## config.mk

```make
export PLATFORM = sky130hd
export DESIGN_NAME = data_path_p
export DESIGN_NICKNAME = d
export VERILOG_FILES = /design/src/rtl/data_path_p.sv
export SDC_FILE = /design/constraint.sdc
export NUM_CORES = 1
export LEC_CHECK = 0
export ABC_AREA = 1
export CELL_PAD_IN_SITES_DETAIL_PLACEMENT = 1
export CELL_PAD_IN_SITES_GLOBAL_PLACEMENT = 2
export CORE_ASPECT_RATIO = 0.8
export CORE_MARGIN = 5
export CORE_UTILIZATION = 30
export CTS_CLUSTER_DIAMETER = 50
export DETAILED_ROUTE_END_ITERATION = 10
export HOLD_SLACK_MARGIN = 0.05
export PLACE_DENSITY_LB_ADDON = 0.15
export RECOVER_POWER = 50
export SYNTH_ARGS = -nofsm -noshare
export SYNTH_HDL_FRONTEND = slang
export SYNTH_SLANG_ARGS = --single-unit
```

## constraint.sdc

```tcl
create_clock -name i_clk -period 2.23 [get_ports i_clk]
set_input_delay 0.446 -clock i_clk [delete_from_list [all_inputs] [get_ports i_clk]]
set_output_delay 0.446 -clock i_clk [all_outputs]
set_load 0.01 [all_outputs]
```

## src/rtl/data_path_p.sv

```systemverilog
// data_path_p: parametrised register-transfer data path.
// Holds PC, IR, SP, MA, MD, A, AP, R, IN, OUT and the C/Z flags. Executes one
// register-transfer command per cycle and runs a req/ack memory handshake.
//
// Build option: define DATA_PATH_SP_GUARD_EN to enable the stack guard.
// With the guard, SP saturates at its limits and a sticky o_sp_fault is set.
// Without the guard, SP wraps and o_sp_fault is tied 0.
//
// Ports:
//   i_clk, i_rstn        clock, asynchronous active-low reset
//   i_transfer_cmd       register-transfer command (0 = nop)
//   i_alu_calculate      latch ALU result into R and update C/Z
//   i_alu_op, i_alu_dst  ALU opcode; operand X / transfer target (A or AP)
//   i_jmp_cond           condition for the conditional jump
//   i_inc_pc             PC increment
//   i_inc_dec_sp         SP increment (01) or decrement (10)
//   i_reset_ir           clear IR
//   i_in / o_out         input port / OUT register
//   o_IR, o_flags        IR register, {C, Z}
//   o_busy, o_sp_fault   transaction outstanding, sticky stack fault
//   o_mem_*, i_mem_*     memory request channel
module data_path_p #(
  parameter int unsigned       DATA_W  = 8,
  parameter int unsigned       ADDR_W  = 8,
  parameter logic [ADDR_W-1:0] SP_INIT = {ADDR_W{1'b1}}
) (
  input  logic              i_clk,
  input  logic              i_rstn,
  input  logic [3:0]        i_transfer_cmd,
  input  logic              i_alu_calculate,
  input  logic [2:0]        i_alu_op,
  input  logic              i_alu_dst,
  input  logic [1:0]        i_jmp_cond,
  input  logic              i_inc_pc,
  input  logic [1:0]        i_inc_dec_sp,
  input  logic              i_reset_ir,
  input  logic [DATA_W-1:0] i_in,
  output logic [DATA_W-1:0] o_out,
  output logic [DATA_W-1:0] o_IR,
  output logic [1:0]        o_flags,
  output logic              o_busy,
  output logic              o_sp_fault,
  output logic              o_mem_req,
  output logic              o_mem_we,
  output logic [ADDR_W-1:0] o_mem_addr,
  output logic [DATA_W-1:0] o_mem_wdata,
  input  logic [DATA_W-1:0] i_mem_rdata,
  input  logic              i_mem_ack
);

  typedef enum logic [1:0] {StIdle, StRdWait, StWrWait} mem_st_e;

  mem_st_e           state_q, state_d;
  logic [ADDR_W-1:0] pc_q, pc_d, sp_q, sp_d, ma_q, ma_d;
  logic [DATA_W-1:0] ir_q, ir_d, md_q, md_d, a_q, a_d, ap_q, ap_d, r_q, r_d;
  logic [DATA_W-1:0] in_q, out_q, out_d, wdata_q, wdata_d;
  logic              c_q, c_d, z_q, z_d, req_q, req_d, we_q, we_d;

  // Control inputs are masked while a memory transaction is outstanding.
  logic              idle;
  logic [3:0]        cmd;
  logic              inc_pc, alu_calc, reset_ir;
  logic [1:0]        inc_dec_sp;

  assign idle       = (state_q == StIdle);
  assign cmd        = idle ? i_transfer_cmd : 4'h0;
  assign inc_pc     = idle & i_inc_pc;
  assign alu_calc   = idle & i_alu_calculate;
  assign reset_ir   = idle & i_reset_ir;
  assign inc_dec_sp = idle ? i_inc_dec_sp : 2'b00;

  // ALU on DATA_W+1 bits; the top bit carries the ADD carry / SUB borrow.
  logic [DATA_W-1:0] alu_x;
  logic [DATA_W:0]   alu_res;
  logic              alu_c;

  assign alu_x = i_alu_dst ? ap_q : a_q;

  always_comb begin
    alu_res = '0;
    alu_c   = 1'b0;
    unique case (i_alu_op)
      3'd0: begin
        alu_res = {1'b0, alu_x} + {1'b0, md_q};
        alu_c   = alu_res[DATA_W];
      end
      3'd1: begin
        alu_res = {1'b0, alu_x} - {1'b0, md_q};
        alu_c   = alu_res[DATA_W];
      end
      3'd2: alu_res = {1'b0, ~alu_x};
      3'd3: alu_res = {1'b0, alu_x | md_q};
      3'd4: alu_res = {1'b0, alu_x & md_q};
      3'd5: alu_res = {1'b0, alu_x ^ md_q};
      3'd6: begin
        alu_res = {2'b00, alu_x[DATA_W-1:1]};
        alu_c   = alu_x[0];
      end
      3'd7: begin
        alu_res = {alu_x, 1'b0};
        alu_c   = alu_x[DATA_W-1];
      end
    endcase
  end

  logic jmp_ok;
  always_comb begin
    unique case (i_jmp_cond)
      2'b00: jmp_ok = 1'b1;
      2'b01: jmp_ok = z_q;
      2'b10: jmp_ok = c_q;
      2'b11: jmp_ok = ~z_q;
    endcase
  end

  // Register transfers, ALU latch and memory FSM.
  always_comb begin
    state_d = state_q;
    pc_d    = pc_q;
    ma_d    = ma_q;
    ir_d    = ir_q;
    md_d    = md_q;
    a_d     = a_q;
    ap_d    = ap_q;
    r_d     = r_q;
    out_d   = out_q;
    c_d     = c_q;
    z_d     = z_q;
    req_d   = req_q;
    we_d    = we_q;
    wdata_d = wdata_q;

    if (inc_pc) pc_d = pc_q + ADDR_W'(1);

    case (cmd)
      4'h1: ma_d = pc_q;
      4'h3: ir_d = md_q;
      4'h4: ma_d = md_q[ADDR_W-1:0];
      4'h5: if (i_alu_dst) ap_d = md_q; else a_d = md_q;
      4'h6: ma_d = ap_q[ADDR_W-1:0];
      4'h7: ma_d = sp_q;
      4'h8: md_d = alu_x;
      // Reads the current R, so a same-cycle ALU latch is not seen here.
      4'hA: if (i_alu_dst) ap_d = r_q; else a_d = r_q;
      4'hB: if (jmp_ok && !inc_pc) pc_d = md_q[ADDR_W-1:0];
      4'hC: a_d = in_q;
      4'hD: out_d = a_q;
      4'hE: if (!inc_pc) pc_d = ap_q[ADDR_W-1:0];
      4'hF: md_d = DATA_W'(pc_q);
      default: ;
    endcase

    if (reset_ir) ir_d = '0;

    if (alu_calc) begin
      r_d = alu_res[DATA_W-1:0];
      c_d = alu_c;
      z_d = (alu_res[DATA_W-1:0] == '0);
    end

    unique case (state_q)
      StIdle: begin
        if (i_transfer_cmd == 4'h2) begin
          state_d = StRdWait;
          req_d   = 1'b1;
          we_d    = 1'b0;
        end else if (i_transfer_cmd == 4'h9) begin
          state_d = StWrWait;
          req_d   = 1'b1;
          we_d    = 1'b1;
          wdata_d = md_q;
        end
      end
      StRdWait: begin
        if (i_mem_ack) begin
          md_d    = i_mem_rdata;
          req_d   = 1'b0;
          state_d = StIdle;
        end
      end
      StWrWait: begin
        if (i_mem_ack) begin
          req_d   = 1'b0;
          state_d = StIdle;
        end
      end
      default: state_d = StIdle;
    endcase
  end

  // Stack pointer with optional saturation guard.
`ifdef DATA_PATH_SP_GUARD_EN
  logic sp_fault_q, sp_fault_d;

  always_comb begin
    sp_d       = sp_q;
    sp_fault_d = sp_fault_q;
    if (inc_dec_sp == 2'b01) begin
      if (sp_q == '1) sp_fault_d = 1'b1;
      else            sp_d       = sp_q + ADDR_W'(1);
    end else if (inc_dec_sp == 2'b10) begin
      if (sp_q == '0) sp_fault_d = 1'b1;
      else            sp_d       = sp_q - ADDR_W'(1);
    end
  end

  always_ff @(posedge i_clk or negedge i_rstn) begin
    if (!i_rstn) sp_fault_q <= 1'b0;
    else         sp_fault_q <= sp_fault_d;
  end

  assign o_sp_fault = sp_fault_q;
`else
  always_comb begin
    sp_d = sp_q;
    if (inc_dec_sp == 2'b01)      sp_d = sp_q + ADDR_W'(1);
    else if (inc_dec_sp == 2'b10) sp_d = sp_q - ADDR_W'(1);
  end

  assign o_sp_fault = 1'b0;
`endif

  always_ff @(posedge i_clk or negedge i_rstn) begin
    if (!i_rstn) begin
      state_q <= StIdle;
      pc_q    <= '0;
      sp_q    <= SP_INIT;
      ma_q    <= '0;
      ir_q    <= '0;
      md_q    <= '0;
      a_q     <= '0;
      ap_q    <= '0;
      r_q     <= '0;
      in_q    <= '0;
      out_q   <= '0;
      c_q     <= 1'b0;
      z_q     <= 1'b0;
      req_q   <= 1'b0;
      we_q    <= 1'b0;
      wdata_q <= '0;
    end else begin
      state_q <= state_d;
      pc_q    <= pc_d;
      sp_q    <= sp_d;
      ma_q    <= ma_d;
      ir_q    <= ir_d;
      md_q    <= md_d;
      a_q     <= a_d;
      ap_q    <= ap_d;
      r_q     <= r_d;
      in_q    <= i_in;
      out_q   <= out_d;
      c_q     <= c_d;
      z_q     <= z_d;
      req_q   <= req_d;
      we_q    <= we_d;
      wdata_q <= wdata_d;
    end
  end

  assign o_out       = out_q;
  assign o_IR        = ir_q;
  assign o_flags     = {c_q, z_q};
  assign o_busy      = ~idle;
  assign o_mem_req   = req_q;
  assign o_mem_we    = we_q;
  assign o_mem_addr  = ma_q;
  assign o_mem_wdata = wdata_q;

endmodule

```

==> results.yml, run 1 <==
power_and_ir_drop:
  vdd_drop_max_mv: 0.507
  p_clk_share_pct: 12.9
  p_int_w: 0.00667
  pwr-share-seq_pct: 24.8
  powerDensity_nw_per_um2: 1350
  fin_total_pwr_w: 0.0123
  switchingPower_w: 0.00561
  leakagePower_nw: 4.39
  swShare_pct: 45.7
  comb_power_share_pct: 62.3
synthesis:
  yosysSeqAreaShare_pct: 37.8
  postSynthCellCount: 848
  synth_cell_types: 41
  synth_flop_cell: "dfrtp_1"
  synth_edf_count: 0
  synth_seq_cells: 94
  synth_area_um2: 6250
  synth.most_common_cell: "nand2_1"
  syn-num-nets: 924
  netlist.area_leader.share_pct: 34.4
  synth-async-reset-ratio_pct: 100
  synth_warnings: 0
  syn_avg_cell_area_um2: 7.37
  synth_area_leader_cell: "dfrtp_1"
  synthTopCellsByArea: "dfrtp_1 34%, nand2_1 14%, ha_1 7.8%"
  yosys-top-cells-count: "240 x nand2_1, 104 x inv_1, 86 x dfrtp_1, 74 x o21ai_0, 61 x nor2_1"
clock_tree:
  cts-root-buf: "clkbuf_16"
  htree_levels: 3
  worst_skew_pair.late_latency_ns: 0.36
  cts_buffers: 9
  path_clk_slew_ns: 0.08
  cts_tree: "built"
  cts_sinks: 94
  clockBufferDepth: 2
floorplanning:
  initial_utilization_pct: 30.4
  row_count: 47
  core_area_um2: 20600
  die_height_um: 139
  die_w_um: 171
  die_area_um2: 23800
  pin_count: 72
critical_path:
  criticalPathCategory: "reg -> reg"
  cp-start-kind: "flop"
  crit_path_end_kind: "flop"
  cp_max_fo: 3
  cp.arrival_ns: 2.46
  cp.required_ns: 2.51
sta:
  finalMaxSlewViolations: 0
  fmax_mhz: 457
  slew_headroom_pct: 3.64
  period_needed_ns: 2.19
  fin_crit_sh_pct: 98.1
  finalHoldViolCount: 0
  hold_slack_ns: 0.486
  skew_ns: 0.00733
  setup_viol: 0
  worst_pin_slew_ns: 1.45
  rsz0062_at_grt: "true"
finish:
  nFillCells: 2579
  antenna_cells: 0
  drive_gt1_share_pct: 28.8
  area_delta_synth_final_pct: 45.9
  multi_input_area_um2: 3770
  fin_nets: 1139
  register_area_um2: 2360
outcome:
  outcome: "completed"
drt:
  drt-initial-drc-count: 435
  wl_per_cell_um: 19.2
  drt_wl_total_um: 25600
  drc_errors: 0
  via_count: 6616
  vias_per_cell: 4.95
  antenna_left: 0
  drt-pass1-iter-count: 5
placed_design:
  gp_congestion: 0.901
  portBuffers: 70
  hpwl_um: 20300
global_routing:
  grt_util_all_layers_pct: 21.3
  grt_pass1_vias: 6912
  grt_overflow: 0
  grt_max_degree: 33
  antenna_found_initial: 0
  grt_pass1_wl_um: 39500
hold_path:
  hp-class: "reg -> reg"
job:
  drv_cap: 0
-- cell type report --
type,count,area share [%]
Clock inverter,7,0.850
Tap cell,269,3.69
Clock buffer,9,2.47
Timing Repair Buffer,224,20.9
Inverter,113,4.83
Multi-Input combinational cell,621,41.3
Sequential cell,94,25.9
-- sequential cells by signal, summed over array words and instances, names as in the netlist, 2 cells and up --
name / flops
a_q: 8
ap_q: 8
in_q: 8
md_q: 8
o_IR: 8
o_mem_addr: 8
o_mem_wdata: 8
o_out: 8
pc_q: 8
r_q: 8
sp_q: 8
state_q: 2
-- cells by family after synthesis --
kind of cell / Yosys count / synth area share (%)
AO/OA/AOI/OAI: 177 / 16.4
XOR/XNOR: 16 / 2.24
adder cells (fa/ha/maj): 42 / 8.77
buffers and inverters: 133 / 8.59
flip-flops: 94 / 37.8
multiplexers: 3 / 0.540
other: 1 / 0.0600
AND/OR/NAND/NOR: 382 / 25.6
-- worst max-delay path, cell delays in order (launching register included) --
cell	delay, ns
dfrtp_1	0.41
inv_2	0.08
nand2_2	0.05
nand2_2	0.06
ha_2	0.17
inv_2	0.05
fa_2	0.33
buf_4	0.15
nand2_1	0.08
nand3_2	0.07
nand2_1	0.06
nor2_1	0.04
nand2_1	0.09
nand2_2	0.07
buf_4	0.13
buf_4	0.11
o21ai_0	0.14
-- repair_timing --
| action | in CTS | in global routing |
|---|---|---|
| endpoints found under the hold margin | 20 | 0 |
| endpoints found under the setup margin | 15 | 16 |
| gates resized for setup | 47 | 73 |
| hold buffers | 1 | 0 |
| setup buffers | 6 | 15 |
| pin swaps | 16 | 35 |
-- cells in the final DEF (no fill, tap or decap), types with 24 or more instances in the layout --
master / n
nand2_1: 221
buf_4: 144
inv_1: 90
dfrtp_1: 86
o21ai_0: 69
nor2_1: 52
clkdlybuf4s50_1: 52
a21oi_1: 38
nand3_1: 34
nand2_2: 24
-- metal layers --
metal  vias up  global-route usage (%)  share of wire, %  wire, µm
li1       3193                       -                 -         -
met1      3234                    32.6                48     12400
met2       165                    31.8                45     11500
met3        24                    3.76               5.7      1460
met4         0                    3.58               1.2       303
met5         -                       0                 0         0
-- power by group through the flow --
stage | clock network [W] | logic (W) | registers (W)
detailed placement | 0 | 0.00655 | 0.00303
global placement | 0 | 0.00640 | 0.00301
finish | 0.00159 | 0.00764 | 0.00304
global route | 0.00171 | 0.00836 | 0.00313
floorplan | 0 | 0.00331 | 0.00295
CTS | 0.00163 | 0.00693 | 0.00302
-- stage by stage --
step / cell area, µm² / utilization [%] / setup TNS, ns / setup slack, ns / cells
global route: 9130 / 44.3 / -0.233 / -0.0648 / 1337
CTS: 8730 / 42.4 / 0 / 0.000443 / 1322
global placement: 8220 / 39.9 / -6.38 / -0.740 / 1299
finish: 9130 / 44.3 / 0 / 0.0431 / 1337
floorplan: 6260 / - / 0 / 0.00292 / 848
detailed placement: 8220 / 39.9 / -7.29 / -0.764 / 1299
-- path summary, 6_finish.rpt --
path                       startpoint              to  slack, ns  depth (start not counted)
setup / recovery               a_q[0]          r_q[2]       0.04                         16
hold / removal              o_mem_req       o_mem_req       0.49                          2
setup reg to reg               a_q[0]          r_q[2]       0.04                         16
hold reg to reg             o_mem_req       o_mem_req       0.49                          2
max in group asynchronous      i_rstn         sp_q[2]       0.26                          3
min in group asynchronous      i_rstn  o_mem_wdata[5]       0.96                          2
No activity file was read; power rests on OpenSTA's default activity.
==> run 2: changes to the inputs <==
- CTS_CLUSTER_SIZE: unset -> 14
==> results of run 2 <==
Final layout, timing and power as in run 1 (identical DEF).
==> run 3: changes to the inputs <==
- CORE_MARGIN: 5 -> unset
- SETUP_SLACK_MARGIN: unset -> 0.05
==> results.yml, run 3 (synthesized netlist as in run 1, its figures left out) <==
outcome:
  outcome: "completed"
sta:
  fmax_mhz: 465
  finalHoldViolCount: 0
  finalMaxSlewViolations: 0
  slew_headroom_pct: 49.1
  rsz0062_at_grt: "true"
  fin_crit_sh_pct: 96.4
  worst_pin_slew_ns: 0.763
  skew_ns: 0.00772
  period_needed_ns: 2.15
  setup_viol: 0
  setup-tns-final_ns: 0
clock_tree:
  htree_levels: 3
  cts_buffers: 9
  cts_tree: "built"
  cts-root-buf: "clkbuf_16"
  cts_sinks: 94
  path_clk_slew_ns: 0.08
  clockBufferDepth: 2
  worst_skew_pair.late_latency_ns: 0.37
finish:
  area_delta_synth_final_pct: 43.7
  final_cell_area_um2: 8980
  drive_gt1_share_pct: 27.1
  fin_nets: 1132
  antenna_cells: 0
  layout_common_cells: "223 x nand2_1, 137 x buf_4, 91 x inv_1"
  nFillCells: 2495
  layout_commonest_cell: "nand2_1"
power_and_ir_drop:
  pwr-share-seq_pct: 24.8
  swShare_pct: 46.0
  switchingPower_w: 0.00558
  comb_power_share_pct: 61.9
  p_clk_share_pct: 13.2
  p_int_w: 0.00655
  vdd_drop_max_mv: 0.578
  powerDensity_nw_per_um2: 1350
  leakagePower_nw: 4.37
critical_path:
  rrSetupSlack_ns: 0.08
  r2r-end: "z_q"
  criticalPathCategory: "reg -> reg"
  rr_worst_depth: 15
  cp.arrival_ns: 2.45
  r2r_start: "ap_q[3]"
  cp_max_fo: 5
  crit_path_end_kind: "flop"
  cp.required_ns: 2.53
  cp-start-kind: "flop"
placed_design:
  gp_congestion: 0.946
  portBuffers: 70
  dpl_cell_area_um2: 8180
  hpwl_um: 20300
drt:
  antenna_left: 0
  drt_wl_total_um: 25500
  via_count: 6625
  drt-initial-drc-count: 466
  drc_errors: 0
  drt-pass1-iter-count: 5
  wl_per_cell_um: 19.3
  vias_per_cell: 5.00
hold_path:
  holdPathEnd: "sp_q[7]"
  worstHoldPathCells: 2
  hp-class: "reg -> reg"
  hold_path_startpoint: "sp_q[7]"
floorplanning:
  die_height_um: 131
  die_w_um: 163
  core_area_um2: 20100
  die_area_um2: 21400
  pin_count: 72
  initial_utilization_pct: 31.0
  row_count: 46
job:
  drv_cap: 0
global_routing:
  grt_util_all_layers_pct: 24.5
  grt_pass1_wl_um: 39800
  grt_max_degree: 68
  grt_overflow: 0
  antenna_found_initial: 0
  grt_pass1_vias: 6938
-- run 3: worst max path at each step --
stage | startpoint | end | slack, ns
floorplan | state_q[0] | sp_q[5] | 0.05
finish | ap_q[3] | z_q | 0.08
global placement | i_alu_dst | z_q | -0.71
global route | ap_q[3] | z_q | -0.08
CTS | a_q[0] | z_q | 0.04
detailed placement | i_alu_dst | z_q | -0.77
-- run 3: power by group through the flow --
| stage | clock network [W] | logic, W | registers [W] |
|---|---|---|---|
| final | 0.00161 | 0.00751 | 0.00301 |
| after detailed placement | 0 | 0.00655 | 0.00299 |
| after global placement | 0 | 0.00631 | 0.00296 |
| after global routing | 0.00170 | 0.00822 | 0.00309 |
| after CTS | 0.00164 | 0.00694 | 0.00300 |
| after floorplan | 0 | 0.00332 | 0.00295 |
-- run 3: final cells by class --
type | instances | area (µm²) | share of cell area [%]
multi-input cells | 621 | 3720 | 41.4
clock buffers | 9 | 225 | 2.51
repair buffers | 217 | 1840 | 20.5
clock inverters | 7 | 75.1 | 0.836
inverters | 113 | 429 | 4.78
flip-flops and latches | 94 | 2360 | 26.3
well taps | 264 | 330 | 3.68
-- run 3: layer usage --
metal  wire (µm)  vias up  track usage (%)  share of wire, %
li1            -     3174                -                 -
met5           0        -                0                 0
met2       10800      170             35.3                42
met4         558        0             6.54               2.2
met1       12900     3247             36.6                50
met3        1320       34             5.15               5.2
-- run 3: stage by stage --
step                      power [W]  util, %  cells  setup WS (ns)  hold slack (ns)
final                        0.0121     44.6   1325         0.0806            0.488
after detailed placement    0.00954     40.6   1292         -0.771            0.403
after global placement      0.00928     40.6   1292         -0.707            0.397
after floorplan             0.00627        -    848         0.0451            0.150
after CTS                    0.0116     43.2   1316         0.0361            0.487
after global routing         0.0130     44.6   1325        -0.0819            0.503
-- run 3: repair_timing --
item,4_1_cts,5_1_grt
endpoints found under the hold margin,19,0
pin swaps,14,26
buffers inserted,6,9
setup endpoints to repair,19,24
gates resized for setup,40,70
hold buffers,1,0
cloned,1,0
-- run 3: worst max-delay path: stages (launching register included) --
cell and delay, ns:
dfrtp_1 0.36, inv_1 0.06, nand2_1 0.06, o21ai_0 0.07
buf_4 0.15, ha_1 0.33, buf_6 0.15, nand4_1 0.08
o21ai_1 0.10, nor2_1 0.19, nand3_1 0.14, nand2_2 0.10
nand2_1 0.06, nor2_2 0.09, nand4_1 0.08, nand2_1 0.07
